===== src/rtl/mult_pkg.sv =====
// Shared types and elaboration-time helpers for the radix-4 Booth multiplier.
package mult_pkg;

  typedef enum logic [2:0] {
    BoothZero,
    BoothPos1,
    BoothPos2,
    BoothNeg1,
    BoothNeg2
  } booth_digit_e;

  localparam int unsigned DefaultN = 16;
  localparam int unsigned PpCount  = DefaultN / 2 + 1;

  function automatic int unsigned pp_count(input int unsigned n);
    return n / 2 + 1;
  endfunction

  // Rows left after one layer of 3:2 compressors.
  function automatic int unsigned csa_next(input int unsigned n);
    return (n / 3) * 2 + (n % 3);
  endfunction

  function automatic int unsigned csa_levels(input int unsigned n);
    int unsigned cnt;
    int unsigned lvl;
    cnt = n;
    lvl = 0;
    while (cnt > 2) begin
      cnt = csa_next(cnt);
      lvl++;
    end
    return lvl;
  endfunction

endpackage


===== src/rtl/booth_pp_gen.sv =====
// One radix-4 Booth partial product: recodes a triplet and selects 0/+-A/+-2A.
module booth_pp_gen
  import mult_pkg::*;
#(
  parameter int unsigned N = 16
) (
  input  logic [N-1:0] a_i,
  input  logic [2:0]   trip_i,
  output logic [N+1:0] pp_o,
  output logic         neg_o
);

  booth_digit_e digit;
  logic [N+1:0] mag;

  always_comb begin
    digit = BoothZero;
    unique case (trip_i)
      3'b000, 3'b111: digit = BoothZero;
      3'b001, 3'b010: digit = BoothPos1;
      3'b011:         digit = BoothPos2;
      3'b100:         digit = BoothNeg2;
      3'b101, 3'b110: digit = BoothNeg1;
      default:        digit = BoothZero;
    endcase
  end

  always_comb begin
    mag   = '0;
    neg_o = 1'b0;
    case (digit)
      BoothPos1: mag = {2'b00, a_i};
      BoothPos2: mag = {1'b0, a_i, 1'b0};
      BoothNeg1: begin
        mag   = {2'b00, a_i};
        neg_o = 1'b1;
      end
      BoothNeg2: begin
        mag   = {1'b0, a_i, 1'b0};
        neg_o = 1'b1;
      end
      default:   mag = '0;
    endcase
  end

  // Negation is completed by the +1 the parent injects at this row's weight.
  assign pp_o = neg_o ? ~mag : mag;

endmodule


===== src/rtl/mult_16bits.sv =====
// Unsigned NxN multiplier: Booth partial products, 3:2 CSA tree, final CPA,
// plus a registered copy of the product qualified by in_valid.
module mult_16bits
  import mult_pkg::*;
#(
  parameter int unsigned N = 16
) (
  input  logic             clock,
  input  logic             rst_n,
  input  logic [N-1:0]     A,
  input  logic [N-1:0]     B,
  input  logic             in_valid,
  output logic [2*N-1:0]   OUT,
  output logic [2*N-1:0]   OUT_reg,
  output logic             out_valid
);

  localparam int unsigned W      = 2 * N;
  localparam int unsigned NumPp  = pp_count(N);
  localparam int unsigned Rows   = NumPp + 1;
  localparam int unsigned Levels = csa_levels(Rows);

  // Zero LSB for b[-1] and two zero MSBs so B is recoded as unsigned.
  logic [N+2:0]     b_ext;
  logic [N+1:0]     pp [NumPp];
  logic [NumPp-1:0] neg;
  logic [W-1:0]     rows [Rows];
  logic [W-1:0]     work [Rows];
  logic [W-1:0]     nxt  [Rows];
  int unsigned      cnt;

  assign b_ext = {2'b00, B, 1'b0};

  for (genvar i = 0; i < NumPp; i++) begin : g_pp
    booth_pp_gen #(
      .N(N)
    ) u_pp (
      .a_i   (A),
      .trip_i(b_ext[2*i+2 -: 3]),
      .pp_o  (pp[i]),
      .neg_o (neg[i])
    );
  end

  // Fully sign-extended, shifted partial products; last row holds the +1s.
  always_comb begin
    for (int i = 0; i < Rows; i++) begin
      rows[i] = '0;
    end
    for (int i = 0; i < NumPp; i++) begin
      rows[i] = {{(W - N - 2){pp[i][N+1]}}, pp[i]} << (2 * i);
      rows[Rows-1][2*i] = neg[i];
    end
  end

  always_comb begin
    work = rows;
    cnt  = Rows;
    for (int l = 0; l < Levels; l++) begin
      for (int r = 0; r < Rows; r++) begin
        nxt[r] = '0;
      end
      for (int g = 0; g < Rows / 3; g++) begin
        if (g < cnt / 3) begin
          nxt[2*g]   = work[3*g] ^ work[3*g+1] ^ work[3*g+2];
          nxt[2*g+1] = ((work[3*g] & work[3*g+1]) | (work[3*g] & work[3*g+2]) |
                        (work[3*g+1] & work[3*g+2])) << 1;
        end
      end
      for (int r = 0; r < 2; r++) begin
        if (r < cnt % 3) begin
          nxt[2*(cnt/3)+r] = work[3*(cnt/3)+r];
        end
      end
      work = nxt;
      cnt  = csa_next(cnt);
    end
  end

  assign OUT = work[0] + work[1];

  logic [W-1:0] out_reg_d, out_reg_q;
  logic         valid_d, valid_q;

  always_comb begin
    out_reg_d = in_valid ? OUT : out_reg_q;
    valid_d   = in_valid;
  end

  always_ff @(posedge clock or negedge rst_n) begin
    if (!rst_n) begin
      out_reg_q <= '0;
      valid_q   <= 1'b0;
    end else begin
      out_reg_q <= out_reg_d;
      valid_q   <= valid_d;
    end
  end

  assign OUT_reg   = out_reg_q;
  assign out_valid = valid_q;

endmodule


===== config.mk =====
export PLATFORM = sky130hd
export DESIGN_NAME = mult_16bits
export DESIGN_NICKNAME = d
export VERILOG_FILES = /design/src/rtl/mult_pkg.sv /design/src/rtl/booth_pp_gen.sv /design/src/rtl/mult_16bits.sv
export SDC_FILE = /design/constraint.sdc
export NUM_CORES = 1
export LEC_CHECK = 0
export ABC_CLOCK_PERIOD_IN_PS = 7900
export BUFFER_PORTS_ARGS = -buffer_cell sky130_fd_sc_hd__clkbuf_2
export CAP_MARGIN = 20
export CELL_PAD_IN_SITES_DETAIL_PLACEMENT = 1
export CELL_PAD_IN_SITES_GLOBAL_PLACEMENT = 1
export CORE_ASPECT_RATIO = 1.75
export CORE_MARGIN = 5
export CORE_UTILIZATION = 42
export DETAILED_ROUTE_END_ITERATION = 6
export HOLD_SLACK_MARGIN = 0.1
export PLACE_DENSITY_LB_ADDON = 0.1
export SKIP_CTS_REPAIR_TIMING = 1
export SLEW_MARGIN = 40
export SYNTH_ARGS = -nofsm -noshare
export SYNTH_HDL_FRONTEND = slang
export SYNTH_SLANG_ARGS = --single-unit
export TNS_END_PERCENT = 100

===== constraint.sdc =====
create_clock -name clock -period 7.9 [get_ports clock]
set_clock_uncertainty 0.15 [all_clocks]
set_input_delay 0.79 -clock clock [delete_from_list [all_inputs] [get_ports clock]]
set_output_delay 0.79 -clock clock [all_outputs]
set_load 0.02 [all_outputs]

Word-level counts from Yosys, hierarchy flattened. Memories as Yosys holds them, arrays and structs flattened. Index checks and enable logic that the tools add are counted. W data, S select, Z words.

Register bits: 33. Bits in read-only memories: 216. Bits of input ports: 35. Output and inout bits: 65. Memories kept: 9.

Add/sub/neg operators: 1. Equal/unequal tests: 36. Mux-type cells: 27. Bitwise gates (word level): 65. Reductions and logical operators: 27.

Memories: (name not given) (words 8, width 3, rd ports 1, clocked after memory_dff 0, write ports 0, RTL line booth_pp_gen.sv:18) `unique case (trip_i)`; (name not given) (words 8, width 3, rd ports 1, clocked after memory_dff 0, write ports 0, RTL line booth_pp_gen.sv:18); (name not given) (words 8, width 3, rd ports 1, clocked after memory_dff 0, write ports 0, RTL line booth_pp_gen.sv:18); (name not given) (words 8, width 3, rd ports 1, clocked after memory_dff 0, write ports 0, RTL line booth_pp_gen.sv:18); (name not given) (words 8, width 3, rd ports 1, clocked after memory_dff 0, write ports 0, RTL line booth_pp_gen.sv:18); (name not given) (words 8, width 3, rd ports 1, clocked after memory_dff 0, write ports 0, RTL line booth_pp_gen.sv:18); 3 more memories.

Operator list (number): $and A31 B31 Y31 (22); $or A31 B31 Y31 (16); $xor A32 B32 Y32 (15); $pmux W17 S2 (8); $mux W18 (8); $not A17 Y18 (8); $and A31 B17 Y31 (2); $eq A3 B2 Y1 const B (18); $reduce_or A2 Y1 (27); $add A32 B32 Y32 (1); $pmux W16 S2 (1); $xor A32 B17 Y32 (1); $eq A3 B1 Y1 const B (9); $eq A3 B3 Y1 const B (9); $mux W16 (1); $not A16 Y16 (1); $mux W1 (9).

Longest topological paths before layout. Gate-level depths: netlist of run 1. An unclocked memory read counts as a cell.

Depth in word-level cells: 22. Depth in mapped cells: 28. Gate-level depth less buffers: 25.

Hierarchy. A second synthesis of run 1 with hierarchy kept.

Cell total of the unflattened synthesis: 1499. Area total of the unflattened synthesis: 13840.8 µm².

Modules (own cells, without submodules): mult_16bits (times used 1, cells an instance 691, area each 6907.9 µm², sequential area each 825.8 µm²); booth_pp_gen (g_pp[0].u_pp ...) (times used 5, cells an instance 88, area each 757.0 µm², sequential area each 0.0 µm²); booth_pp_gen (g_pp[3].u_pp ...) (times used 4, cells an instance 92, area each 787.0 µm², sequential area each 0.0 µm²).

Least setup slack after synthesis of run 1. OpenSTA, ideal clock, no wires.

Path type: in2out. Start: input B[1]. End: output OUT[31]. Data arrival time: 7.250 ns. Data required time: 6.960 ns. Path slack: -0.290 ns. Cell stages on the path: 27. Buffers on the path: 3. Cells stage by stage: buf_1 > buf_1 > inv_1 > ha_1 > nand2_1 > clkbuf_1 > nor2_1 > a211oi_1 > a21oi_1 > fa_1 > inv_1 > fa_1 > inv_1 > fa_1 > fa_1 > inv_1 > fa_1 > inv_1 > ha_1 > a21oi_1 > o21ai_0 > a221oi_2 > o21ai_2 > a211oi_4 > o311ai_1 > a31oi_1 > xor2_1.

Cells in the longest elaborated chain, start to end: 22. Elaborated cells between the ends (all ways): 60.

RTL lines: start: declaration (RTL line mult_16bits.sv:11) `input logic [N-1:0] B,`; $mem_v2 Z8 W3; $eq A3 B2 Y1, or another cell as far along (RTL line booth_pp_gen.sv:31) `case (digit)`; $reduce_or A2 Y1 (no source line); $pmux W17 S2 (RTL line booth_pp_gen.sv:31); $not A17 Y18 (RTL line booth_pp_gen.sv:47) `assign pp_o = neg_o ? ~mag : mag;`; $mux W18 (RTL line booth_pp_gen.sv:47); $and A31 B31 Y31 (RTL line mult_16bits.sv:66) `nxt[2*g+1] = ((work[3*g] & work[3*g+1]) | (work[3*g] & work[3*g+2]) |`; $or A31 B31 Y31 (2 in series) (RTL line mult_16bits.sv:66); $and A31 B31 Y31 (RTL line mult_16bits.sv:66); $or A31 B31 Y31 (2 in series) (RTL line mult_16bits.sv:66); $and A31 B31 Y31 (RTL line mult_16bits.sv:66); $or A31 B31 Y31 (2 in series) (RTL line mult_16bits.sv:66); $and A31 B31 Y31 (RTL line mult_16bits.sv:66); $or A31 B31 Y31 (2 in series) (RTL line mult_16bits.sv:66); $and A31 B31 Y31 (RTL line mult_16bits.sv:66); $or A31 B31 Y31 (2 in series) (RTL line mult_16bits.sv:66); $add A32 B32 Y32 * (RTL line mult_16bits.sv:80) `assign OUT = work[0] + work[1];`; end: declaration (RTL line mult_16bits.sv:13) `output logic [2*N-1:0] OUT,`.

Every way passes the cells marked *; elsewhere a longest branch is shown, timed or not.

Final worst setup path of run 1.
Start: input B[1]. End: output OUT[29].

Same word-level chain as after synthesis.

==> impl.org, run 1 <==
** Logic synthesis
- After synthesis, the share of flip-flops with an asynchronous set or reset is 1.00.
- In this run the cell area of the synthesized design comes to roughly 11,000 sq um.
- Register area share after synthesis :: 0.0742
- By area the synthesized netlist is led by sky130_fd_sc_hd__fa_1 (24%), sky130_fd_sc_hd__ha_1 (10%), sky130_fd_sc_hd__dfrtp_1 (7.4%).
- Yosys mapped a number of flops with a built-in enable equal to 0.
- When the netlist entered floorplanning its net count stood at 1,720.
- In this run, synthesis produced a sequential element count of 33.
- Yosys mapped the design onto 69 distinct sky130hd cell types.
- Main flop type after synthesis :: sky130_fd_sc_hd__dfrtp_1
- sky130_fd_sc_hd__fa_1 takes more of the synthesized area than any other cell.
- For this run, the number of Yosys warnings is 0.
- Of the post-synthesis cell area, the dominant cell type holds 0.241.
- Averaged over all synthesized cells, the footprint is approximately 7.6 sq um.
- Cells after Synth :: 1,461

** Timing
- Highest achievable clock rate :: 0.130 GHz
- In the final timing run, aggregate negative setup slack is 0 ns.
- Min Tclk post-route :: 7.70 ns
- Headroom to the max-slew limit came out at 0.515.
- The number of slew-limit violations in the final report was 0.
- The final count of hold timing violations was 0.
- Worst-margin pin slew :: 0.727 ns
- Period Utilization, post-route :: 0.975
- Final number of setup-violating endpoints :: 0

** Floorplanning
- For this design the top-level I/O count stands at 100.
- Initial core utilization :: 0.427
- The floorplan step defined a die boundary enclosing about 30,000 sq um.
- The total area inside the core boundary comes to 26,100 sq um.
- Measured along the y axis, the die boundary spans 225 microns.
- The die is 133 microns wide.
- The initialized floorplan defines 78 standard-cell rows.

** Finish
- Compared with the post-synthesis result, the final layout area differs by 16.8%.
- After routing the design area is around 13,000 sq um.
- For this run, the share of the core covered by cells in the final layout is 0.498.
- Flip-flop count of the largest register, all copies and words added :: 32
- For this run, the post-layout net count is 1,829.
- In the final layout, the share of cells above drive strength 1 is 0.219.
- Final antenna diode count :: 0

** CTS
- Clock-pin slew was measured on the worst setup and hold paths at 0.05 ns.
- The clock net in this run drives a total of 33 sinks.
- The clock passes through at most 2 buffers.
- In this run the clock root is driven by a sky130_fd_sc_hd__clkbuf_16.
- For the worst-skew pair, the clock arrives at the later sink with an insertion delay of around 0.28 ns.
- TritonCTS built the clock tree.
- H-tree lvl count :: 2
- Buffers inserted during clock tree synthesis total 5.

** Global route
- Global routing finished with a remaining overflow of 0.
- Wire length of the first global-routing pass :: 64,400 microns
- Total GRT Usage :: 0.272
- Via count of the first global-routing pass :: around 12,000
- The number of antenna violations at the first check in global routing came to 1.
- Entering global routing, the biggest net connects 43 pins.

** Placement
- Routability cong. :: just over 0.9
- After detailed placement, the total cell area comes to 12,500 sq um.
- In this run the tool buffered the top-level ports with 99 buffer cells.
- The HPWL after detailed placement is 34,800 microns.

** Setup path
- Among all stages on the critical path, the largest delay is contributed by sky130_fd_sc_hd__fa_1.
- Combined buffer and inverter count along the critical path :: 10
- Endpoint type of the worst setup path :: output port
- Required @ worst endpoint :: 6.96 ns
- On the worst path, the slowest cell contributes a delay of 0.54 ns.
- The most numerous cell type found on the critical path is sky130_fd_sc_hd__buf_4.
- The startpoint identified for the worst register-to-register timing path is OUT_reg[31].
- STA puts the critical path data arrival time at just under 7 ns.
- The worst setup path is launched from a primary input.
- Critical path's top delay family :: adder cells
- In this run the worst path has a maximum fanout of 5.
- Launch point of the worst path :: B[1]
- The critical path is of the in -> out type.

** Drt
- After the first detailed-routing iteration, the DRC count stood at between 300 and 400.
- Aggregate routed wire length :: 40,600 microns
- Dividing the detail-routed via count by the number of cells gives between 5 and 6.
- Post-DRT Antenna Nets :: 0
- In the routed design, unresolved DRC markers number 0.
- Average detailed-routed wire length per instance :: around 21 microns
- Total vias in the final route :: 10,958
- The first TritonRoute pass finished after 4 iterations.

** Job
- Max-Cap Viols :: 0

** Hold path
- Startpoint of the lowest-slack hold path :: OUT_reg[24]
- HP Class :: reg -> reg

** Run status
- Run status :: completed
layout by cell type, fill, tap and decap left out, types with 33 or more instances in the layout:
cell,instances
sky130_fd_sc_hd__xnor2_1,39
sky130_fd_sc_hd__a211oi_1,49
sky130_fd_sc_hd__nor2_1,122
sky130_fd_sc_hd__clkbuf_2,94
sky130_fd_sc_hd__o21ai_0,130
sky130_fd_sc_hd__a21oi_1,128
sky130_fd_sc_hd__nand2_1,150
sky130_fd_sc_hd__dfrtp_1,33
sky130_fd_sc_hd__ha_1,78
sky130_fd_sc_hd__inv_1,153
sky130_fd_sc_hd__buf_4,129
sky130_fd_sc_hd__fa_1,133
synth_stat cells (4+ instances only):
cell	count
sky130_fd_sc_hd__xor2_1	23
sky130_fd_sc_hd__a221oi_1	11
sky130_fd_sc_hd__nand2_1	152
sky130_fd_sc_hd__a31oi_1	5
sky130_fd_sc_hd__nand3b_1	5
sky130_fd_sc_hd__mux2_2	26
sky130_fd_sc_hd__a21oi_1	139
sky130_fd_sc_hd__dfrtp_1	33
sky130_fd_sc_hd__and2_1	18
sky130_fd_sc_hd__inv_1	155
sky130_fd_sc_hd__buf_1	13
sky130_fd_sc_hd__and3_1	5
sky130_fd_sc_hd__a211oi_1	52
sky130_fd_sc_hd__clkbuf_1	119
sky130_fd_sc_hd__nor2_1	124
sky130_fd_sc_hd__fa_1	134
sky130_fd_sc_hd__mux2i_1	6
sky130_fd_sc_hd__nand2b_1	10
sky130_fd_sc_hd__a31o_2	4
sky130_fd_sc_hd__ha_1	90
sky130_fd_sc_hd__a21o_1	20
sky130_fd_sc_hd__nor2b_1	10
sky130_fd_sc_hd__o211ai_1	31
sky130_fd_sc_hd__o22ai_1	12
sky130_fd_sc_hd__xnor2_1	39
sky130_fd_sc_hd__o22a_1	10
sky130_fd_sc_hd__o21ai_0	137
sky130_fd_sc_hd__nor3_1	6
sky130_fd_sc_hd__nand3_1	10
kinds of logic after synthesis:
group,synth area share
AOI/OAI and AO/OA,0.263
xor gates and xnor gates,0.0488
adders and majority gates,0.342
buffers and inverters,0.101
DFF,0.0742
muxes,0.0331
and+or+nand+nor,0.137
stage by stage:
stage               std cells  setup WS, ns  hold slack (ns)
floorplan                1461        0.0122            0.344
global placement         1871        0.0644            0.338
detailed placement       1872       -0.0318            0.348
CTS                      1879       -0.0924            0.361
global route             1890       -0.0332            0.385
finish                   1890         0.199            0.357
metal layers:
layer  global-route usage  routed length (microns)  vias to the layer above
met1                0.276                    14500                     5523
met4                0.137                     2280                        2
met3               0.0176                      809                       98
li1                     -                        -                     5131
met5                    0                       13                        -
met2                0.547                    23000                      204
layout make-up:
class / instances / area, sq um
Inverter: 155 / 582
Clock buffer: 6 / 139
Multi-Input combinational cell: 1137 / 9380
Tap cell: 320 / 400
Clock inverter: 1 / 7.51
Sequential cell: 33 / 826
Timing Repair Buffer: 238 / 1650
Fill cell: 3219 / 13100
path summary, 6_finish.rpt:
kind                            cells after the start          end  slack (ns)
worst max-delay path                               28      OUT[29]        0.20
worst min-delay path                                1  OUT_reg[24]        0.36
worst max register to register                      2  OUT_reg[31]        6.86
worst min register to register                      1  OUT_reg[24]        0.36
max in group asynchronous                           1  OUT_reg[20]        6.72
min in group asynchronous                           1  OUT_reg[21]        0.41
Power of run 1 is not shown: default switching activity piles up to over one toggle a cycle in this logic, so the estimate is an artifact.
==> inputs of run 2 (changes only) <==
--- a/config.mk
+++ b/config.mk
@@ -13,5 +13,5 @@
 export CORE_ASPECT_RATIO = 1.75
 export CORE_MARGIN = 5
-export CORE_UTILIZATION = 42
+export CORE_UTILIZATION = 45
 export DETAILED_ROUTE_END_ITERATION = 6
 export HOLD_SLACK_MARGIN = 0.1
@@ -21,4 +21,5 @@
 export SYNTH_ARGS = -nofsm -noshare
 export SYNTH_HDL_FRONTEND = slang
+export SYNTH_HIERARCHICAL = 1
 export SYNTH_SLANG_ARGS = --single-unit
 export TNS_END_PERCENT = 100
==> constraint.sdc (replaced) <==
create_clock -name clock -period 7.9 [get_ports clock]
set_clock_uncertainty 0.15 [all_clocks]
set_input_delay 0.395 -clock clock [delete_from_list [all_inputs] [get_ports clock]]
set_output_delay 0.395 -clock clock [all_outputs]
set_load 0.02 [all_outputs]
==> run 2 against run 1 <==
- sequential share of layout area down 0.64 points
- critical path type unchanged
- die area is 15% higher
- count of clock-buffer cells in the layout is 1 higher
- critical endpoint is now OUT[28]
- global-route usage shrank 1.6 points
- synthesized cell count increased by 2.4%
- setup slack better by 0.18 ns
- cell count rose by 1.9%
- design area grew 11%
==> impl.org, run 2 <==
** Global route
- The first-pass GRT wire length came to 70,200 microns (+8.9%).
- Met1 usage :: 0.306 (+0.0296)
- Via count of the first global-routing pass :: 12,299 (+3.3%)
- Total GRT Usage :: 0.255 (-0.0164)
- The fraction of met3 tracks used by global routing came to 0.0253 (+0.00765).
- The pin count of the biggest net entering global routing is 37 (-14%).
- The met2 usage in global routing came to 0.449 (-0.0981).
- The number of antenna violations at the first check in global routing came to 0 (-1).
- Busiest grt layer :: met2
- The total congestion overflow was 0 (unchanged).

** Timing
- The normalized max-slew margin is 0.302 (-0.213).
- Highest achievable clock rate :: 0.133 GHz (+2.4%)
- Min Tclk post-route :: 7.52 ns (-0.182 ns)
- Worst-margin pin slew :: 1.05 ns (+0.320 ns)
- Post-Route Setup TNS :: 0 ns (unchanged)
- Max-slew violation total from the final report :: 0 (unchanged)
- Total count of hold-check failures in the final report :: 0 (unchanged)
- Period Utilization, post-route :: 0.952 (-0.0230)
- Setup repair after global routing left no endpoint under its margin.
- The count of endpoints failing setup in the final report is 0 (unchanged).

** CTS
- CTS Root Buffer Type :: sky130_fd_sc_hd__clkbuf_16
- The insertion delay of the later-clocked pin in the worst-skew pair came to 0.28 ns (about the same).
- H-tree lvl count :: 2 (unchanged)
- The register clock-pin slew on the reported worst setup and hold paths came to 0.05 ns (about the same).
- Clk sink count :: 33 (unchanged)
- Clock Tree Buf Depth :: 2 (unchanged)
- CTS buffer count :: 5 (unchanged)
- TritonCTS built the clock tree.

** Placement
- Final HPWL DP :: 35,600 microns (+2.2%)
- The placer's final routability congestion estimate came to 0.864 (-6.9%).
- The count of port buffers added during placement is 99 (unchanged).

** Finish
- Fraction of final layout cells with drive strength greater than 1 :: 0.134 (-0.0849)
- Count of fill cells added during filler insertion :: 3,594 (+12%)
- The count of inserted antenna diode cells was 0 (unchanged).
- In the layout the commonest cells are sky130_fd_sc_hd__inv_1 (219), sky130_fd_sc_hd__xnor2_1 (161), sky130_fd_sc_hd__mux2i_1 (145).
- Most common library cell in the layout ignoring fill and taps :: sky130_fd_sc_hd__inv_1
- Net count reported at finish :: 1,798 (-1.7%)
- Relative to the synthesized area, the layout overhead comes to 4.53%.
- The number of flip-flops in the largest register is 32 (unchanged).

** Logic synthesis
- Cells after Synth :: 1,496 (+2.4%)
- The yosys synthesis warning count came to 6 (+6).
- Total standard cell area after synthesis :: 13,800 sq um (+24%)
- Syn avg cell area :: 9.24 sq um (+21%)

** Floorplanning
- The placement row count was 85 (+9.0%).
- Initial core utilization :: 0.453 (+0.0260)
- Die footprint :: 34,500 sq um (+15%)
- Floorplan core area :: 30,500 sq um (+17%)
- The horizontal die dimension is 142 microns (+7.1%).
- The vertical die dimension came to 242 microns (+7.4%).
- The boundary pin count was 100 (unchanged).

** Setup path
- Critical Path Source Type :: primary input
- The worst setup path is captured at an output port.
- CP Class :: in -> out
- Required @ worst endpoint :: 7.36 ns (+0.40 ns)
- Worst R2R Path Depth :: 2 (unchanged)
- Data arrival, critical path :: 6.97 ns (+0.21 ns)
- The largest fanout on the critical path was 16 (+11).
- The internal reg-to-reg setup slack is 6.78 ns (-0.08 ns).

** Job
- The total of max-cap violations came to 0 (unchanged).

** Hold path
- HP Class :: reg -> reg
- Hold path cells :: 2 (+1)

** Drt
- Aggregate routed wire length :: 44,000 microns (+8.3%)
- The length of the first detailed-routing pass in iterations came to 6 (+2).
- The average routed wire per standard cell is 22.8 microns (+6.3%).
- Detailed-route DRC error count :: 0 (unchanged)
- The via count normalized by instance count came to 5.94 (+2.4%).
- The post-route antenna net violation count was 0 (unchanged).
- The count of vias placed by the detailed router came to 11,436 (+4.4%).
- Number of DRC markers in iteration 0 :: 560 (+43%)

** Run status
- The flow ran to the end, and the final reports show no timing, DRC or antenna violations.
run 2: area by class of cell:
cell class | instances | area [sq um] | share of cell area
clock buffer | 7 | 143 | 0.00987
clock inverter | 1 | 30.0 | 0.00208
inverter | 223 | 837 | 0.0579
multi-input combinational | 1128 | 11300 | 0.781
sequential | 33 | 826 | 0.0572
tap | 391 | 489 | 0.0339
timing repair buffer | 143 | 846 | 0.0585
run 2: metrics by stage:
stage,hold WS (ns),setup slack (ns),utilization,cell area (sq um),instances
global placement,0.324,0.425,0.466,14200,1917
detailed placement,0.254,0.447,0.467,14300,1917
CTS,-0.0537,0.368,0.473,14400,1925
finish,0.344,0.381,0.473,14400,1926
global route,0.370,0.0215,0.473,14400,1926
floorplan,-0.0506,1.53,-,13900,1506
run 2: final timing paths:
| check | start | endpoint |
|---|---|---|
| setup / recovery | B[7] | OUT[28] |
| hold reg to reg | OUT_reg[31] | OUT_reg[31] |
| hold / removal | OUT_reg[31] | OUT_reg[31] |
| max in group asynchronous | rst_n | OUT_reg[30] |
| setup reg to reg | OUT_reg[24] | OUT_reg[24] |
| min in group asynchronous | rst_n | OUT_reg[0] |
run 2: critical path, stage by stage:
cell	delay, ns
sky130_fd_sc_hd__clkbuf_2	0.19
sky130_fd_sc_hd__inv_1	0.07
sky130_fd_sc_hd__ha_1	0.38
sky130_fd_sc_hd__inv_2	0.27
sky130_fd_sc_hd__nor2_1	0.12
sky130_fd_sc_hd__buf_4	0.21
sky130_fd_sc_hd__a222oi_1	0.46
sky130_fd_sc_hd__inv_1	0.12
sky130_fd_sc_hd__fa_1	0.55
sky130_fd_sc_hd__inv_1	0.08
sky130_fd_sc_hd__fa_1	0.49
sky130_fd_sc_hd__fa_1	0.49
sky130_fd_sc_hd__inv_1	0.06
sky130_fd_sc_hd__fa_1	0.49
sky130_fd_sc_hd__fa_1	0.50
sky130_fd_sc_hd__inv_1	0.04
sky130_fd_sc_hd__ha_1	0.23
sky130_fd_sc_hd__a21oi_1	0.30
sky130_fd_sc_hd__o21ai_0	0.22
sky130_fd_sc_hd__nand2_1	0.13
sky130_fd_sc_hd__o211ai_1	0.15
sky130_fd_sc_hd__o31a_2	0.38
sky130_fd_sc_hd__o31a_1	0.28
sky130_fd_sc_hd__xor2_1	0.16
sky130_fd_sc_hd__clkbuf_2	0.19
run 2: metal layers:
layer | routed length [microns] | up-vias
li1 | - | 5277
met1 | 17000 | 5794
met2 | 22900 | 271
met3 | 1620 | 94
met4 | 2520 | 0
met5 | 0 | -
Power of run 2 is left out for the same reason.
